===== config.mk =====
export PLATFORM = sky130hd
export DESIGN_NAME = imem_loader
export DESIGN_NICKNAME = d
export VERILOG_FILES = /design/src/rtl/imem_loader.sv
export SDC_FILE = /design/constraint.sdc
export NUM_CORES = 1
export LEC_CHECK = 0
export ABC_CLOCK_PERIOD_IN_PS = 4320
export BUFFER_PORTS_ARGS = -buffer_cell sky130_fd_sc_hd__buf_4
export CORE_ASPECT_RATIO = 0.6
export CORE_MARGIN = 2
export CORE_UTILIZATION = 56
export DETAILED_ROUTE_END_ITERATION = 12
export PLACE_DENSITY = 0.91
export SYNTH_ARGS = -nofsm -noshare
export SYNTH_HDL_FRONTEND = slang
export SYNTH_SLANG_ARGS = --single-unit

===== constraint.sdc =====
create_clock -name clk -period 4.32 [get_ports clk]
set_input_delay 0.216 -clock clk [delete_from_list [all_inputs] [get_ports clk]]
set_output_delay 0.216 -clock clk [all_outputs]
set_load 0.02 [all_outputs]

===== src/rtl/imem_loader.sv =====
// Instruction-memory loader: receives a length-prefixed little-endian byte stream,
// writes it word by word into instruction memory and holds the core in reset until done.
module imem_loader #(
   parameter int ADDR_W = 10
) (
   input  logic              clk,
   input  logic              reset,
   input  logic              start,
   input  logic [7:0]        in_data,
   input  logic              in_valid,
   output logic              in_ready,
   output logic              mem_we,
   output logic [ADDR_W-1:0] mem_addr,
   output logic [31:0]       mem_wdata,
   output logic              core_reset_n,
   output logic              done,
   output logic              error,
   output logic [31:0]       checksum
);

   localparam logic [2:0] S_IDLE  = 3'd0;
   localparam logic [2:0] S_LEN   = 3'd1;
   localparam logic [2:0] S_DATA  = 3'd2;
   localparam logic [2:0] S_WRITE = 3'd3;
   localparam logic [2:0] S_DONE  = 3'd4;

   // Capacity in words; one bit wider than the address so a full memory is representable.
   localparam logic [ADDR_W:0] CAP = {1'b1, {ADDR_W{1'b0}}};

   logic [2:0]        state_q,    state_d;
   logic [1:0]        byte_cnt_q, byte_cnt_d;
   logic [31:0]       shift_q,    shift_d;
   logic [ADDR_W:0]   n_q,        n_d;
   logic [ADDR_W:0]   wcnt_q,     wcnt_d;
   logic [ADDR_W-1:0] addr_q,     addr_d;
   logic [31:0]       wdata_q,    wdata_d;
   logic [31:0]       csum_q,     csum_d;
   logic              error_q,    error_d;

   logic              accept;
   logic              last_byte;
   logic [31:0]       word_asm;
   logic              len_zero;
   logic              len_over;
   logic [ADDR_W:0]   wcnt_inc;

   assign in_ready     = (state_q == S_LEN) || (state_q == S_DATA);
   assign accept       = in_valid && in_ready;
   assign last_byte    = (byte_cnt_q == 2'd3);
   assign word_asm     = {in_data, shift_q[31:8]};
   assign len_zero     = (word_asm == 32'd0);
   assign len_over     = (33'(word_asm) > 33'(CAP));
   assign wcnt_inc     = wcnt_q + 1'b1;

   assign mem_we       = (state_q == S_WRITE);
   assign mem_addr     = addr_q;
   assign mem_wdata    = wdata_q;
   assign done         = (state_q == S_DONE);
   assign core_reset_n = (state_q == S_DONE);
   assign error        = error_q;
   assign checksum     = csum_q;

   always_comb begin
      // NOTE: every next-state signal gets its hold value first, so no path leaves it unassigned and no latch is inferred.
      state_d    = state_q;
      byte_cnt_d = byte_cnt_q;
      shift_d    = shift_q;
      n_d        = n_q;
      wcnt_d     = wcnt_q;
      addr_d     = addr_q;
      wdata_d    = wdata_q;
      csum_d     = csum_q;
      error_d    = error_q;

      case (state_q)
         S_IDLE, S_DONE: begin
            if (start) begin
               state_d    = S_LEN;
               byte_cnt_d = 2'd0;
               shift_d    = 32'd0;
               wcnt_d     = '0;
               csum_d     = 32'd0;
               error_d    = 1'b0;
            end
         end

         S_LEN: begin
            if (accept) begin
               shift_d    = word_asm;
               byte_cnt_d = byte_cnt_q + 2'd1;
               if (last_byte) begin
                  if (len_zero) begin
                     n_d     = '0;
                     state_d = S_DONE;
                  end else if (len_over) begin
                     // Oversized header: flag it but still fill the whole memory.
                     n_d     = CAP;
                     error_d = 1'b1;
                     state_d = S_DATA;
                  end else begin
                     n_d     = word_asm[ADDR_W:0];
                     state_d = S_DATA;
                  end
               end
            end
         end

         S_DATA: begin
            if (accept) begin
               shift_d    = word_asm;
               byte_cnt_d = byte_cnt_q + 2'd1;
               if (last_byte) begin
                  addr_d  = wcnt_q[ADDR_W-1:0];
                  wdata_d = word_asm;
                  state_d = S_WRITE;
               end
            end
         end

         S_WRITE: begin
            csum_d  = csum_q ^ wdata_q;
            wcnt_d  = wcnt_inc;
            state_d = (wcnt_inc == n_q) ? S_DONE : S_DATA;
         end

         default: state_d = S_IDLE;
      endcase
   end

   always_ff @(posedge clk or posedge reset) begin
      // NOTE: state registers use non-blocking assignments so every flop samples pre-edge values.
      if (reset) begin
         state_q    <= S_IDLE;
         byte_cnt_q <= 2'd0;
         shift_q    <= 32'd0;
         n_q        <= '0;
         wcnt_q     <= '0;
         addr_q     <= '0;
         wdata_q    <= 32'd0;
         csum_q     <= 32'd0;
         error_q    <= 1'b0;
      end else begin
         state_q    <= state_d;
         byte_cnt_q <= byte_cnt_d;
         shift_q    <= shift_d;
         n_q        <= n_d;
         wcnt_q     <= wcnt_d;
         addr_q     <= addr_d;
         wdata_q    <= wdata_d;
         csum_q     <= csum_d;
         error_q    <= error_d;
      end
   end

endmodule


==> out/results.ini <==
[timing]
fin_skew_ns=0.00602
setup_tns_ns=0
fmax_mhz=376
timing.hold.ws_ns=0.0359
worst_pin_slew_ns=1.05
hold_viol_final=0
setup_ws_ns=1.66
final_max_slew_viol_count=0
grt_setup_unrepaired=false
relSlewSlack=0.296
period_needed_ns=2.66
setup_viol=0
fin_crit_sh=0.616

[critical_path]
required_ns=4.63
path_class=reg2reg
worstPathMaxFanout=40
cp-start-kind=flop
crit_arrival_ns=2.97
cp-end-kind=flop

[placed_design]
placed_area_um2=6390
dp_hpwl_mm=9.39
pre_cts_ws_ns=1.75
placement.io_buffers=90
gp_congestion=0.845

[clock_tree]
insertion_delay_ns=0.41
cts_tree=done
path_clk_slew_ns=0.05
postCtsSetupRepairBufs=0
cts_buffers=17
clock-sinks=126
h-tree-depth=4
cts-root-buf=clkbuf_16
cts_buffer_depth=2

[global_route]
grt_pass1_wl_mm=23.4
grt_max_degree=50
antenna_found_initial=0
grt_util_all_layers=0.280
grt_overflow_total=0
grt_pass1_vias=4542

[route]
wirelength_mm=14.7
avgRoutedWirePerCell_um=18.8
ant_nets=0
drtPass1Iterations=5
drc=0
vias=4751
viasPerCell=6.08
drt_iter0_markers=501

[synth]
synth_edf_count=0
synth_top_cell_area_share=0.558
yosys.cell_types.count=55
yosysTopAreaCell=dfrtp_1
synth_ff_type=dfrtp_1
ys_seq_elements=126
seq_area_frac_synth=0.558
synth_async_sr_flop_share=1.00
synth.net_count=567
synth_area_per_cell_um2=10.2
synthTopCellsByArea=dfrtp_1, mux2_2, o21ai_0
synth_area_um2=5650
postSynthCellCount=553
ys_warn_count=0

[job]
maxCapViolCount=0

[power_and_ir_drop]
finalPower_uw=4830
comb_power_share=0.322
p_seq_frac=0.392
ir_worst_vdd_v=0.000508
power.density_nw_per_um2=692
p_sw_uw=1840
p_int_uw=2990
clkPwrFrac=0.286
power_leakage_uw=0.00346
netSwitchingFraction=0.381

[floorplan]
dieWidth_um=134
ios=91
start_util=0.574
dieHeight_um=81.8
dieArea_um2=10900
coreArea_um2=9840
num_rows=28

[final_layout]
final_area_um2=6980
area.sequential_um2=3150
final_nets=649
area_growth_pct=23.5
diodes=0
multi_input_comb_area_um2=2340
fillCellCount=682
drive_above_1_share=0.292

[run_status]
outcome=completed

[worst_hold_path]
min_path_type=in2reg

==> repair_timing <==
action	in CTS	in global routing
hold buffers	1	0
resized for setup	0	0
hold endpoints to repair	47	0
==> stage by stage <==
stage,utilization,instances
after global placement,0.649,750
after CTS,0.709,782
final,0.709,782
after floorplan,-,553
after detailed placement,0.649,750
after global routing,0.709,782
==> final timing paths <==
check,start,endpoint,slack (ns),cells after the start
min,in_data[2],shift_q[26],0.04,3
max in group asynchronous,reset,checksum[7],2.87,4
max reg2reg,state_q[2],wcnt_q[5],1.66,7
min reg2reg,checksum[10],checksum[10],0.48,1
max,state_q[2],wcnt_q[5],1.66,7
min in group asynchronous,reset,checksum[30],0.44,3
==> cell usage after synthesis (all sizes together), types with 2 or more instances <==
library cell / number
a21oi: 6
a22o: 11
and2: 4
and3: 2
buf: 17
clkbuf: 16
dfrtp: 126
ha: 2
inv: 3
mux2: 42
nand2: 99
nand2b: 3
nand3: 35
nand4: 4
nor2: 46
nor2b: 3
nor3: 6
nor3b: 3
nor4: 7
o211ai: 2
o21ai: 81
o31ai: 5
or3: 2
xnor2: 9
==> cell usage in the layout, fill, tap and decap left out, types with 2 or more instances in the layout <==
cell       synthesis  final
a22o_2            10     10
mux2_2            42     42
o31ai_1            5      5
nor3b_1            2      2
nand4_1            4      4
o211ai_1           2      2
a21oi_1            6      5
clkbuf_16          0     17
nand2b_1           3      3
nor2_1            46     46
ha_1               2      2
o21ai_1            3      3
nor3_1             4      4
nand3_2            2      2
nand2_1           99     99
buf_4              3     95
nor2b_1            3      3
clkinv_2           0      3
nand3_1           33     33
dfrtp_1          126    126
o21ai_0           77     77
or3_1              2      2
clkbuf_8           0      7
nor4_1             5      5
clkbuf_1          16      2
xnor2_1            9      9
and2_1             4      4
and3_1             2      2
==> state kept, by name, indices dropped and copies added (netlist names) <==
name and count:
checksum 32, mem_wdata 32, shift_q 24, n_q 11
wcnt_q 11, mem_addr 10, state_q 3, byte_cnt_q 2
error 1
==> metal layers <==
| metal | track usage | vias to the layer above | routed length, um |
|---|---|---|---|
| met3 | 0.0840 | 25 | 1410 |
| met1 | 0.394 | 2328 | 6490 |
| met5 | 0 | - | 0 |
| met2 | 0.429 | 296 | 6570 |
| met4 | 0.0755 | 0 | 201 |
| li1 | - | 2102 | - |
==> cell type report <==
cell class,count,share of cell area
inverter,3,0.00197
clock inverter,5,0.00752
sequential,126,0.451
timing repair buffer,96,0.104
multi-input combinational,391,0.336
clock buffer,26,0.0758
tap,135,0.0242
==> worst max-delay path, stage by stage, from the launching register on <==
cell and delay (ns):
dfrtp_1 0.49, nand3b_1 0.20, inv_2 0.34, a21oi_2 0.81, buf_4 0.39, a21oi_1 0.06, nand2b_1 0.18, o31ai_1 0.08
==> kinds of logic after synthesis <==
group / after synthesis / share of synthesized area
DFF: 126 / 0.558
AOI/OAI and AO/OA: 115 / 0.121
adders and majority gates: 2 / 0.00443
buffers and inverters: 36 / 0.0297
and+or+nand+nor: 220 / 0.182
muxes: 43 / 0.0854
xor gates and xnor gates: 11 / 0.0197
==> power groups by stage <==
stage	Combinational, uW	Clock, uW	Sequential [uW]
6_report	1560	1380	1900
5_1_grt	1690	1450	1940
4_1_cts	1550	1390	1880
3_5_place_dp	1530	0	1890
3_3_place_gp	1460	0	1860
2_1_floorplan	733	0	2020
(Power assumes the default switching activity.)
